<file path="src/rtl/sop_chain_accum_requant.sv">
// SOP chain accumulator: sums 37-bit chain beats per packet, requantizes (shift + clamp) and buffers results in a small FIFO.
// Optional SOP_ROUND_NEAREST_EN selects round-half-up before the shift instead of floor.
module sop_chain_accum_requant #(
  parameter int ACC_W      = 48,
  parameter int OUT_W      = 16,
  parameter int SHIFT      = 4,
  parameter int FIFO_DEPTH = 4
) (
  input  logic                          clk,
  input  logic                          reset,
  input  logic                          in_valid,
  input  logic [36:0]                   in_data,
  input  logic                          in_last,
  output logic                          out_valid,
  input  logic                          out_ready,
  output logic [OUT_W-1:0]              out_data,
  output logic [$clog2(FIFO_DEPTH):0]   fifo_level,
  output logic                          sat_err,
  output logic                          drop_err,
  input  logic                          clear_err
);

  localparam int AW = $clog2(FIFO_DEPTH);
  localparam int LW = AW + 1;
  localparam int WW = ACC_W + 1;
  localparam logic signed [WW-1:0] MAX_V = {{(WW-OUT_W+1){1'b0}}, {(OUT_W-1){1'b1}}};
  localparam logic signed [WW-1:0] MIN_V = {{(WW-OUT_W+1){1'b1}}, {(OUT_W-1){1'b0}}};

  // Handshake: input has no back-pressure (every in_valid beat is taken);
  // output transfers a word on any cycle where out_valid && out_ready.

  logic [ACC_W-1:0] acc;
  logic             first;
  logic [ACC_W-1:0] sum_q;
  logic             sum_valid;
  logic [ACC_W-1:0] in_ext;
  logic [ACC_W-1:0] beat_sum;

  always_comb begin
    in_ext   = {{(ACC_W-37){in_data[36]}}, in_data};
    beat_sum = (first ? '0 : acc) + in_ext;
  end

  always_ff @(posedge clk or posedge reset) begin
    if (reset) begin
      acc       <= '0;
      first     <= 1'b1;
      sum_q     <= '0;
      sum_valid <= 1'b0;
    end else begin
      sum_valid <= in_valid && in_last;
      if (in_valid) begin
        acc   <= beat_sum;
        first <= in_last;
        if (in_last) sum_q <= beat_sum;
      end
    end
  end

  // Requantize: one extra bit of headroom so the rounding add cannot wrap.
  logic signed [WW-1:0] wide;
  logic signed [WW-1:0] shifted;
  logic                 clamp_hi;
  logic                 clamp_lo;
  logic [OUT_W-1:0]     q_word;

`ifdef SOP_ROUND_NEAREST_EN
  localparam logic [WW-1:0] RND = (SHIFT > 0) ? (WW'(1) << (SHIFT > 0 ? SHIFT - 1 : 0)) : '0;
  always_comb wide = $signed({sum_q[ACC_W-1], sum_q} + RND);
`else
  always_comb wide = $signed({sum_q[ACC_W-1], sum_q});
`endif

  always_comb begin
    shifted  = wide >>> SHIFT;
    clamp_hi = shifted > MAX_V;
    clamp_lo = shifted < MIN_V;
    if (clamp_hi)      q_word = MAX_V[OUT_W-1:0];
    else if (clamp_lo) q_word = MIN_V[OUT_W-1:0];
    else               q_word = shifted[OUT_W-1:0];
  end

  logic [OUT_W-1:0] mem [FIFO_DEPTH];
  logic [AW-1:0]    wr_ptr;
  logic [AW-1:0]    rd_ptr;
  logic [LW-1:0]    count;
  logic             full;
  logic             pop;
  logic             push_ok;
  logic             drop;
  logic             sat_set;

  always_comb begin
    full      = (count == LW'(FIFO_DEPTH));
    out_valid = (count != '0);
    pop       = out_valid && out_ready;
    push_ok   = sum_valid && (!full || pop);
    drop      = sum_valid && full && !pop;
    sat_set   = sum_valid && (clamp_hi || clamp_lo);
    out_data  = out_valid ? mem[rd_ptr] : '0;
    fifo_level = count;
  end

  always_ff @(posedge clk) begin
    if (push_ok) mem[wr_ptr] <= q_word;
  end

  always_ff @(posedge clk or posedge reset) begin
    if (reset) begin
      wr_ptr   <= '0;
      rd_ptr   <= '0;
      count    <= '0;
      sat_err  <= 1'b0;
      drop_err <= 1'b0;
    end else begin
      if (push_ok) wr_ptr <= wr_ptr + 1'b1;
      if (pop)     rd_ptr <= rd_ptr + 1'b1;
      case ({push_ok, pop})
        2'b10:   count <= count + 1'b1;
        2'b01:   count <= count - 1'b1;
        default: count <= count;
      endcase
      // A set event in the same cycle as clear_err leaves the flag set.
      sat_err  <= sat_set | (sat_err & ~clear_err);
      drop_err <= drop    | (drop_err & ~clear_err);
    end
  end

endmodule
</file>
<file path="config.mk">
export PLATFORM = sky130hd
export DESIGN_NAME = sop_chain_accum_requant
export DESIGN_NICKNAME = d
export VERILOG_FILES = /design/src/rtl/sop_chain_accum_requant.sv
export SDC_FILE = /design/constraint.sdc
export NUM_CORES = 1
export LEC_CHECK = 0
export BUFFER_PORTS_ARGS = -buffer_cell sky130_fd_sc_hd__clkbuf_2
export CORE_MARGIN = 5
export CORE_UTILIZATION = 60
export DETAILED_ROUTE_END_ITERATION = 10
export PLACE_DENSITY_LB_ADDON = 0.2
export SLEW_MARGIN = 20
export SYNTH_ARGS = -nofsm -noshare
export SYNTH_HDL_FRONTEND = slang
export SYNTH_SLANG_ARGS = --single-unit
</file>
<file path="constraint.sdc">
create_clock -name clk -period 5.5 [get_ports clk]
set_clock_uncertainty 0.1 [all_clocks]
set_input_delay 0 -clock clk [delete_from_list [all_inputs] [get_ports clk]]
set_output_delay 0 -clock clk [all_outputs]
set_load 0.05 [all_outputs]
</file>
==> results.sh <==
export IMPL_diodes=0
export IMPL_r2r_slack_ns=1.63
export IMPL_via_per_inst=6.019
export IMPL_die_h_microns=139.5
export IMPL_drive_gt1_share_pct=20.97
export IMPL_crit_path_cell_trace="nor2b_1 -> ha_1 -> nand4_1 -> or3_1 -> nor4_1 -> nor3_2 -> nand4b_1 -> a21oi_2 -> o211ai_1 -> a31oi_1"
export IMPL_synthToLayoutAreaGrowth_pct=10.47
export IMPL_cts_tree="done"
export IMPL_setup_viol=0
export IMPL_finalCritPeriodShare_pct=70.43
export IMPL_final_cell_mix="nand2_1, dfrtp_1, nor2_1, clkbuf_2, edfxtp_1"
export IMPL_cp_start_kind="flop"
export IMPL_grt_max_degree=65
export IMPL_finalNetCount=1095
export IMPL_grt_pass1_wl_microns=37780
export IMPL_synth_ff_type="dfrtp_1"
export IMPL_synth_area_top_cells="dfrtp_1, edfxtp_1, ha_1"
export IMPL_setup_slack_ns=1.626
export IMPL_clockBufferDepth=2
export IMPL_grt_usage_pct=24.20
export IMPL_globalplace_congestion=0.9116
export IMPL_dp_cells=1193
export IMPL_status="completed"
export IMPL_fp_coreArea_sq_um=16520
export IMPL_grt_pass1_vias=7220
export IMPL_synth_edf_count=64
export IMPL_finalPower_mw=6.403
export IMPL_slew_limit_headroom_pct=30.84
export IMPL_drt_initial_drc_count=495
export IMPL_clock_sinks=167
export IMPL_ios=65
export IMPL_dpl_hpwl_microns=16430
export IMPL_final_cell_area_sq_um=11120
export IMPL_yosysSeqAreaShare_pct=44.71
export IMPL_power_density_nw_per_um2=575.8
export IMPL_die_w_microns=139.5
export IMPL_max_freq_ghz=0.2582
export IMPL_stdcell_count=1231
export IMPL_hold_path_class="in2reg"
export IMPL_vias=7410
export IMPL_h_tree_depth=4
export IMPL_ir_worst_vdd_mv=0.3211
export IMPL_path_buf_inv=0
export IMPL_tns_ns=0
export IMPL_ys_warnings_count=0
export IMPL_antenna_found_initial=0
export IMPL_syn_inst=948
export IMPL_end_kind="flop"
export IMPL_cp_max_fo=49
export IMPL_cts_resized=0
export IMPL_gr_total_overflow=0
export IMPL_post_drt_wl_per_cell_microns=18.78
export IMPL_drc=0
export IMPL_tightest_slew_ns=1.037
export IMPL_num_rows=47
export IMPL_p_leak_nw=4.650
export IMPL_whs_ns=0.01015
export IMPL_postCtsHoldBufs=6
export IMPL_required_ns=5.66
export IMPL_synth_seq_cells=167
export IMPL_cpPeakStageDelay_ns=1.22
export IMPL_clock_latency_ns=0.43
export IMPL_postCtsSetupBuffers=0
export IMPL_yosysUniqueCellTypes=87
export IMPL_port_buffers=64
export IMPL_dp_slack_ns=1.635
export IMPL_critical_path_top_delay_family="simple AND/OR/NAND/NOR gates"
export IMPL_numCtsBuffers=17
export IMPL_syn_area_per_cell_sq_um=10.62
export IMPL_cts_root_buf="clkbuf_16"
export IMPL_grt_setup_unrepaired="false"
export IMPL_start_util_pct=60.92
export IMPL_slowest_stage="dfstp_2"
export IMPL_dpl_cell_area_sq_um=10470
export IMPL_syn_area_sq_um=10070
export IMPL_final_common_cell="nand2_1"
export IMPL_dieArea_sq_um=19470
export IMPL_synth_top_area_cell="dfrtp_1"
export IMPL_cp_arrival_ns=4.04
export IMPL_drv_cap=0
export IMPL_clk_pin_slew_ns=0.07
export IMPL_hold_viol=0
export IMPL_drtAntennaViolNets=0
export IMPL_final_util_pct=67.30
export IMPL_drtPass1Iterations=7
export IMPL_maxSlewViolCount=0
export IMPL_synth_top_cell_area_share_pct=25.35
export IMPL_postSynth_asyncResetShare_pct=61.68
export IMPL_min_period_ns=3.874
export IMPL_wl_microns=23120
export IMPL_syn_nets=1045
export IMPL_worstSetupPathType="reg2reg"
-- synth_stat cells (23+ instances only) --
cell type  instances
inv_1             25
nand2_1          104
nor2b_1           51
a21o_1            23
o21ai_0           34
clkbuf_1          27
ha_1              52
dfrtp_1          102
mux2_2            45
nor2_1            67
a21oi_1           60
edfxtp_1          64
-- sequential cells by signal (all words and copies together) (netlist names) --
name,count
mem,64
rd_ptr,2
acc,48
fifo_level,3
sum_q,44
drop_err,1
wr_ptr,2
sat_err,1
sum_valid,1
first,1
-- area by class of cell --
cell class | count | area (sq um)
inverters | 25 | 96.34
well taps | 220 | 275.3
clock buffers | 17 | 425.4
clock inverters | 15 | 165.2
multi-input cells | 713 | 5246
fillers | 1281 | 5404
flip-flops and latches | 167 | 4502
repair buffers | 74 | 410.4
-- worst register-to-register path: stages (launching register included) --
cell and delay [ns]:
dfstp_2 1.22, nor2b_1 0.12, ha_1 0.44, nand4_1 0.17, or3_1 0.46, nor4_1 0.41
nor3_2 0.11, nand4b_1 0.16, a21oi_2 0.13, o211ai_1 0.26, a31oi_1 0.13
-- worst paths after layout --
path / end / from / depth (start not counted)
max reg2reg: acc[46] / first / 10
max in group asynchronous: sum_q[6] / reset / 4
min in group asynchronous: acc[43] / reset / 3
min: sum_q[10] / in_data[10] / 5
max: acc[46] / first / 10
min reg2reg: sum_q[8] / sum_q[8] / 2
-- metal layers --
layer,vias to the layer above,GRT usage [%],part of all wire (%)
met3,28,3.396,4.7
met5,-,0,0
met4,0,6.833,1.7
met1,3578,32.12,43
met2,225,41.88,50
li1,3579,-,-
-- cell families after synthesis --
logic type | after synthesis | synth area share, %
xor gates and xnor gates | 41 | 3.567
adders and majority gates | 54 | 6.861
DFF | 167 | 44.71
buffers and inverters | 68 | 3.219
AOI/OAI and AO/OA | 216 | 15.66
muxes | 61 | 8.613
and+or+nand+nor | 341 | 17.38
-- report_power, final --
part           switching [mW]  internal, mW
logic                    1.87          1.18
registers               0.315          1.83
clock network           0.555         0.646
total                    2.74          3.66
(Power assumes the default switching activity.)
